File: src/rtl/seq_alu.sv
// seq_alu: handshaked XLEN-bit ALU, RV32I ops 0-12 plus RV32M multiply-high; divide/remainder (16-19) only with SEQ_ALU_DIV_EN.
// Latency: 1 cycle for all ops and divide special cases; XLEN+1 cycles for a normal divide.
// Backpressure: result held in DONE until out_ready; in_ready low while dividing or while a result is stalled.
module seq_alu #(
  parameter int XLEN = 32,
  parameter int SHW  = $clog2(XLEN)
) (
  input  logic            clk,
  input  logic            reset,
  input  logic            in_valid,
  output logic            in_ready,
  input  logic [XLEN-1:0] s1,
  input  logic [XLEN-1:0] s2,
  input  logic [7:0]      alu_control,
  output logic            out_valid,
  input  logic            out_ready,
  output logic [XLEN-1:0] result,
  output logic            out_illegal
);

  localparam logic [7:0] OP_ADD = 8'd0, OP_SUB = 8'd1, OP_AND = 8'd2, OP_OR = 8'd3,
                         OP_XOR = 8'd4, OP_SLT = 8'd5, OP_SLTU = 8'd6, OP_SRA = 8'd7,
                         OP_SRL = 8'd8, OP_SLL = 8'd9, OP_MUL = 8'd10, OP_LUI = 8'd11,
                         OP_AUIPC = 8'd12, OP_MULH = 8'd13, OP_MULHSU = 8'd14, OP_MULHU = 8'd15;

  typedef enum logic [1:0] {IDLE, BUSY, DONE} state_t;

  state_t            state;
  logic              accept;
  logic [XLEN-1:0]   op_res;
  logic              op_ill;
  logic              op_iter;
  logic [SHW-1:0]    shamt;
  logic              mul_s1_sgn, mul_s2_sgn;
  logic [2*XLEN-1:0] mul_a, mul_b, prod;

  assign in_ready = (state == IDLE) || (state == DONE && out_ready);
  assign accept   = in_valid && in_ready;
  assign shamt    = s2[SHW-1:0];

  // One 2*XLEN multiplier serves all four multiply ops; sign extension selects the flavour.
  assign mul_s1_sgn = (alu_control == OP_MULH || alu_control == OP_MULHSU) && s1[XLEN-1];
  assign mul_s2_sgn = (alu_control == OP_MULH) && s2[XLEN-1];
  assign mul_a      = {{XLEN{mul_s1_sgn}}, s1};
  assign mul_b      = {{XLEN{mul_s2_sgn}}, s2};
  assign prod       = mul_a * mul_b;

`ifdef SEQ_ALU_DIV_EN
  localparam logic [7:0] OP_DIV = 8'd16, OP_DIVU = 8'd17, OP_REM = 8'd18, OP_REMU = 8'd19;
  localparam logic [XLEN-1:0] MIN_NEG = {1'b1, {(XLEN-1){1'b0}}};

  typedef struct packed {
    logic neg_q;
    logic neg_r;
    logic want_rem;
  } div_ctx_t;

  div_ctx_t        ctx, ctx_nxt;
  logic            div_sgn, want_rem, div_zero, div_ovf;
  logic [XLEN-1:0] s1_mag, s2_mag, div_rem, div_quo, div_dsr, rem_nxt, quo_nxt;
  logic [XLEN:0]   rem_sh, trial;
  logic [SHW:0]    cnt;

  assign div_sgn  = (alu_control == OP_DIV) || (alu_control == OP_REM);
  assign want_rem = (alu_control == OP_REM) || (alu_control == OP_REMU);
  assign ctx_nxt  = '{neg_q: div_sgn && (s1[XLEN-1] ^ s2[XLEN-1]),
                      neg_r: div_sgn && s1[XLEN-1],
                      want_rem: want_rem};
  assign s1_mag   = (div_sgn && s1[XLEN-1]) ? -s1 : s1;
  assign s2_mag   = (div_sgn && s2[XLEN-1]) ? -s2 : s2;
  assign div_zero = (s2 == '0);
  assign div_ovf  = div_sgn && (s1 == MIN_NEG) && (s2 == '1);

  // Restoring step: shift the next dividend bit into the partial remainder, subtract if it fits.
  assign rem_sh  = {div_rem, div_quo[XLEN-1]};
  assign trial   = rem_sh - {1'b0, div_dsr};
  assign rem_nxt = trial[XLEN] ? rem_sh[XLEN-1:0] : trial[XLEN-1:0];
  assign quo_nxt = {div_quo[XLEN-2:0], ~trial[XLEN]};
`endif

  always_comb begin
    op_res  = '0;
    op_ill  = 1'b0;
    op_iter = 1'b0;
    case (alu_control)
      OP_ADD:    op_res = s1 + s2;
      OP_SUB:    op_res = s1 - s2;
      OP_AND:    op_res = s1 & s2;
      OP_OR:     op_res = s1 | s2;
      OP_XOR:    op_res = s1 ^ s2;
      OP_SLT:    op_res = {{(XLEN-1){1'b0}}, $signed(s1) < $signed(s2)};
      OP_SLTU:   op_res = {{(XLEN-1){1'b0}}, s1 < s2};
      OP_SRA:    op_res = $signed(s1) >>> shamt;
      OP_SRL:    op_res = s1 >> shamt;
      OP_SLL:    op_res = s1 << shamt;
      OP_MUL:    op_res = prod[XLEN-1:0];
      OP_LUI:    op_res = s2 << 12;
      OP_AUIPC:  op_res = s1 + (s2 << 12);
      OP_MULH, OP_MULHSU, OP_MULHU: op_res = prod[2*XLEN-1:XLEN];
`ifdef SEQ_ALU_DIV_EN
      OP_DIV, OP_DIVU, OP_REM, OP_REMU: begin
        if (div_zero)     op_res = want_rem ? s1 : '1;
        else if (div_ovf) op_res = want_rem ? '0 : s1;
        else              op_iter = 1'b1;
      end
`endif
      default:   op_ill = 1'b1;
    endcase
  end

  always_ff @(posedge clk) begin
    if (reset) begin
      state       <= IDLE;
      out_valid   <= 1'b0;
      result      <= '0;
      out_illegal <= 1'b0;
    end else if (accept) begin
      out_illegal <= op_ill;
      if (op_iter) begin
        state     <= BUSY;
        out_valid <= 1'b0;
`ifdef SEQ_ALU_DIV_EN
        div_rem   <= '0;
        div_quo   <= s1_mag;
        div_dsr   <= s2_mag;
        cnt       <= (SHW+1)'(XLEN);
        ctx       <= ctx_nxt;
`endif
      end else begin
        state     <= DONE;
        out_valid <= 1'b1;
        result    <= op_res;
      end
    end else if (state == DONE && out_ready) begin
      state     <= IDLE;
      out_valid <= 1'b0;
    end
`ifdef SEQ_ALU_DIV_EN
    else if (state == BUSY) begin
      div_rem <= rem_nxt;
      div_quo <= quo_nxt;
      cnt     <= cnt - 1'b1;
      if (cnt == 1) begin
        state     <= DONE;
        out_valid <= 1'b1;
        result    <= ctx.want_rem ? (ctx.neg_r ? -rem_nxt : rem_nxt)
                                  : (ctx.neg_q ? -quo_nxt : quo_nxt);
      end
    end
`endif
  end

endmodule

File: config.mk
export PLATFORM = sky130hd
export DESIGN_NAME = seq_alu
export DESIGN_NICKNAME = d
export VERILOG_FILES = /design/src/rtl/seq_alu.sv
export SDC_FILE = /design/constraint.sdc
export NUM_CORES = 2
export LEC_CHECK = 0
export BUFFER_PORTS_ARGS = -buffer_cell sky130_fd_sc_hd__buf_2
export CAP_MARGIN = 15
export CORE_ASPECT_RATIO = 1.5
export CORE_MARGIN = 3
export CORE_UTILIZATION = 60
export DETAILED_ROUTE_END_ITERATION = 10
export GPL_TIMING_DRIVEN = 0
export PLACE_DENSITY_LB_ADDON = 0.3
export SKIP_LAST_GASP = 1
export SYNTH_ARGS = -nofsm -noshare
export SYNTH_HDL_FRONTEND = slang
export SYNTH_SLANG_ARGS = --single-unit
export TNS_END_PERCENT = 50
File: constraint.sdc
create_clock -name clk -period 11 [get_ports clk]
set_input_delay 2.2 -clock clk [delete_from_list [all_inputs] [get_ports clk]]
set_output_delay 2.2 -clock clk [all_outputs]
set_load 0.02 [all_outputs]
==> metrics, run 1 <==
status did not finish; Fail Step global routing; Tool Error [ERROR GRT-0116] Global routing finished with congestion. Check the congestion regions in the DRC Viewer.; Clock H-tree levels 2; Seq/Total Area, Yosys 1.40%; clk root buf clkbuf_16; largest net degree at the start of global routing 35; post-synth top area share 46.3%; Die W 239 um; routability cong. around 1.2; mux cell area share after synthesis 3.17%; CTS Buffer Depth 2; Post-synth top cells inv_1, fa_1, nand2_1; Clock Sinks 34; HPWL Detailed roughly 220 mm; post-synthesis compound-gate area fraction between 10 and 15%; synth warn 0; total CTS buffers 5; vias in the first global route about 54000; Mapped Area 0.0487 mm^2; Post-synth EDFFs 0; Synth area leaders fa_1, inv_1, ha_1, nand2_1, nor2_1; Initial Utilization 60.7%; Seq cells post-synth 34; syn_area_per_cell around 8.3 um^2; main combinational cell family by area after synthesis adder cells; io pins 111; Post-synth ARST share 0%; Adder-Cell Fraction of Synth Area between 50% and 60%; count leader, synth inv_1; Total GRT Usage 67.5%; Netlist cell types 95; largest area contributor in the netlist fa_1; hold_buf cts 0; Overflow after GRT 41; Die Y roughly 360 um; XOR/XNOR Fraction of Synth Area 1.80%; Gate Count Post-Synth 5886; post-synth net total 7419; port bufs 109; first-pass GRT wire length ~400 mm; # rows 127; Post-Synth Simple-Gate Area 14.6%; Primary FF master, synth dfxtp_1
==> cell families after synthesis <==
| family | count (synthesis) |
|---|---|
| and+or+nand+nor | 1692 |
| adders and majority gates | 1457 |
| muxes | 115 |
| DFF | 34 |
| AOI/OAI and AO/OA | 816 |
| buffers and inverters | 1672 |
| xor gates and xnor gates | 100 |
==> repair_timing <==
item / in CTS
resized for setup: 162
setup endpoints to repair: 32
pin swaps: 10
buffers inserted: 19
==> routing by layer <==
metal | GRT overflow | track usage (%)
met1 | 2 | 68.6
met2 | 17 | 86.1
met3 | 3 | 47.1
met4 | 19 | 69.6
met5 | 0 | 12.6
==> stage by stage <==
stage                     instance area (um^2)  cells  setup WS, ps  utilization [%]
after floorplan                          48700   5886           239                -
after detailed placement                 50600   7030         -3570             63.1
after CTS                                51200   7010         -20.9             63.8
after global placement                   50600   7027         -3370             63.0
==> run 2: changes to the inputs <==
--- a/config.mk
+++ b/config.mk
@@ -7,12 +7,11 @@
 export LEC_CHECK = 0
 export BUFFER_PORTS_ARGS = -buffer_cell sky130_fd_sc_hd__buf_2
 export CAP_MARGIN = 15
-export CORE_ASPECT_RATIO = 1.5
 export CORE_MARGIN = 3
-export CORE_UTILIZATION = 60
+export CORE_UTILIZATION = 40
 export DETAILED_ROUTE_END_ITERATION = 10
 export GPL_TIMING_DRIVEN = 0
-export PLACE_DENSITY_LB_ADDON = 0.3
+export PLACE_DENSITY_LB_ADDON = 0.15
 export SKIP_LAST_GASP = 1
 export SYNTH_ARGS = -nofsm -noshare
 export SYNTH_HDL_FRONTEND = slang
==> constraint.sdc (replaced) <==
create_clock -name clk -period 14.3 [get_ports clk]
set_input_delay 2.86 -clock clk [delete_from_list [all_inputs] [get_ports clk]]
set_output_delay 2.86 -clock clk [all_outputs]
set_load 0.02 [all_outputs]
==> run 2 against run 1 <==
Against the previous run: the flow now finishes, with violations (capacitance limit, setup timing); synthesized cell count unchanged; synthesized area unchanged.
==> metrics, run 2 <==
Netlist cell types 95 (unchanged); Starting DRT DRC Count 5768; critical path class in2reg; final hold viol count 0; HPWL Detailed 241 mm (was 215 mm); routability cong. 1.10 (was 1.21); count leader, synth inv_1 (unchanged); Initial Utilization 40.5% (was 60.7%); Primary FF master, synth dfxtp_1 (unchanged); total CTS buffers 5 (unchanged); Multi-input gate area 0.0417 mm^2; max FFs per register 32; CTS Buffer Depth 2 (unchanged); most common library cell in the layout ignoring fill and taps inv_1; synth warn 0 (unchanged); Detailed Route WL 282 mm; Mapped Area 0.0487 mm^2 (unchanged); largest net degree at the start of global routing 25; largest area contributor in the netlist fa_1 (unchanged); Most flops, register result; failing checks capacitance limit, setup timing; Required @ worst endpoint 14480 ps; Clock transition at path regs 80 ps; Layout Area Growth over Synthesis 6.45%; period utilisation layout 100%; post-synth top area share 46.3% (unchanged); Metal-1 WL 109 mm; Initial DRT Pass Iterations 6; DRT antenna net count 0; vias in the first global route 47000; PnR worst setup slack -41.9 ps; Area after DPL 0.0515 mm^2 (was 0.0506 mm^2); Seq cells post-synth 34 (unchanged); TNS Setup -41.9 ps; buffers and inverters on the worst path 9; initial antenna violation count 32; first-pass GRT wire length a little under 400 mm; most common cell type on the critical path fa_1; Pins Over Slew Limit 0; CP startpoint kind primary input; critical path's largest stage delay 800 ps; Hold WS 471 ps; Die Area roughly 0.13 mm^2; Die W 355 um (was 239 um); Post-synth EDFFs 0 (unchanged); Top Metal Used met5; Worst Hold Class reg2reg; commonest non-fill, non-tap cells in the layout inv_1, fa_1, nand2_1; Post-synth ARST share 0% (unchanged); f_max 69.7 MHz; CP arrival approximately 15000 ps; Seq/Total Area, Yosys 1.40% (unchanged); Worst slew margin 0.590%; WL met2 118 mm; critical path's slowest cell clkinv_1; crit-path leading delay family adder cells; fillers 12600; CP max FO 10; layout cells sized above 1 4.92%; met3 wire length just over 30 mm; Crit. End Element flip-flop; # rows 127 (unchanged); status finished with violations (was did not finish); vias per cell 6.03; port bufs 109 (unchanged); Post-synth top cells inv_1, fa_1, nand2_1 (unchanged); max cap viols 1; Clock Sinks 34 (unchanged); Avg WL per Cell 36.9 um; RSZ-0062 raised after global routing yes; CTS tree yes; clk root buf clkbuf_16 (unchanged); Tmin final 14340 ps; Total GRT Usage 44.7%; Largest regs result x32, out_illegal x1, out_valid x1; Die Y 355 um (unchanged); syn_area_per_cell 8.28 um^2 (unchanged); DP Cell Count 7625 (was 7030); Final setup viols 1; measured slew at the worst slew-check pin 1450 ps; io pins 111 (unchanged); Final Instance Area 0.0519 mm^2; Setup Skew 15.3 ps; nets roughly 7600; FF+latch area 681 um^2; Non-Filler Instances 7657; Synth area leaders fa_1, inv_1, ha_1, nand2_1, nor2_1 (unchanged); DRC 0; clk_lat worst skew 320 ps; via count 46200; core area 0.120 mm^2; Clock H-tree levels 2 (unchanged); Overflow after GRT 0; Gate Count Post-Synth 5886 (unchanged); post-synth net total 7419 (unchanged)
-- run 2: cell counts after synthesis --
No cell type changed its count.
-- run 2: final timing paths --
path              start          to  slack, ps  depth (start not counted)
max              s2[31]  result[22]        -40                         30
min reg2reg  result[19]  result[19]        470                          2
max reg2reg   out_valid   result[3]      10800                          9
min          result[19]  result[19]        470                          2
-- run 2: area by class of cell --
cell class              instances  share of cell area (%)
clock inverters                 2                  0.0241
multi-input cells            4180                    80.4
repair buffers                138                    1.74
inverters                    1316                    9.52
clock buffers                   6                   0.268
flip-flops and latches         34                    1.31
diodes                         14                  0.0675
well taps                    1612                    3.89
plain buffers                 355                    2.74
-- run 2: worst register-to-register path, delay by kind of cell (launching register included) --
| family | cells | cell delay [ps] |
|---|---|---|
| DFF | 1 | 310 |
| AOI/OAI and AO/OA | 2 | 1070 |
| and+or+nand+nor | 4 | 680 |
| buffers and inverters | 3 | 1330 |
-- run 2: per-stage QoR --
stage / util [%] / worst slack (ps)
finish: 43.1 / -41.9
floorplan: - / 2880
CTS: 42.9 / -16.5
global placement: 42.6 / -1480
global route: 43.0 / -37.2
detailed placement: 42.8 / -1120
-- run 2: cells by family after synthesis --
logic type	count (synthesis)	synth area share (%)
buffers and inverters	1672	13.0
adders and majority gates	1457	54.8
and+or+nand+nor	1692	14.6
DFF	34	1.40
AOI/OAI and AO/OA	816	11.3
xor gates and xnor gates	100	1.80
muxes	115	3.17
-- run 2: routing by layer --
layer | global-route usage, % | vias up
met5 | 0 | -
met4 | 30.4 | 10
met3 | 12.8 | 816
met2 | 65.5 | 2915
met1 | 57.3 | 24000
li1 | - | 18500
-- run 2: timing repair --
action,4_1_cts,5_1_grt
gates resized for setup,7,17
gates cloned,0,0
hold buffers,0,0
pin swaps,0,2
setup endpoints to repair,21,19
setup buffers,0,3
Power of run 2 is left out: the tool's default activity adds up to more than one toggle a clock period on the data nets, which glitch-free logic cannot reach.
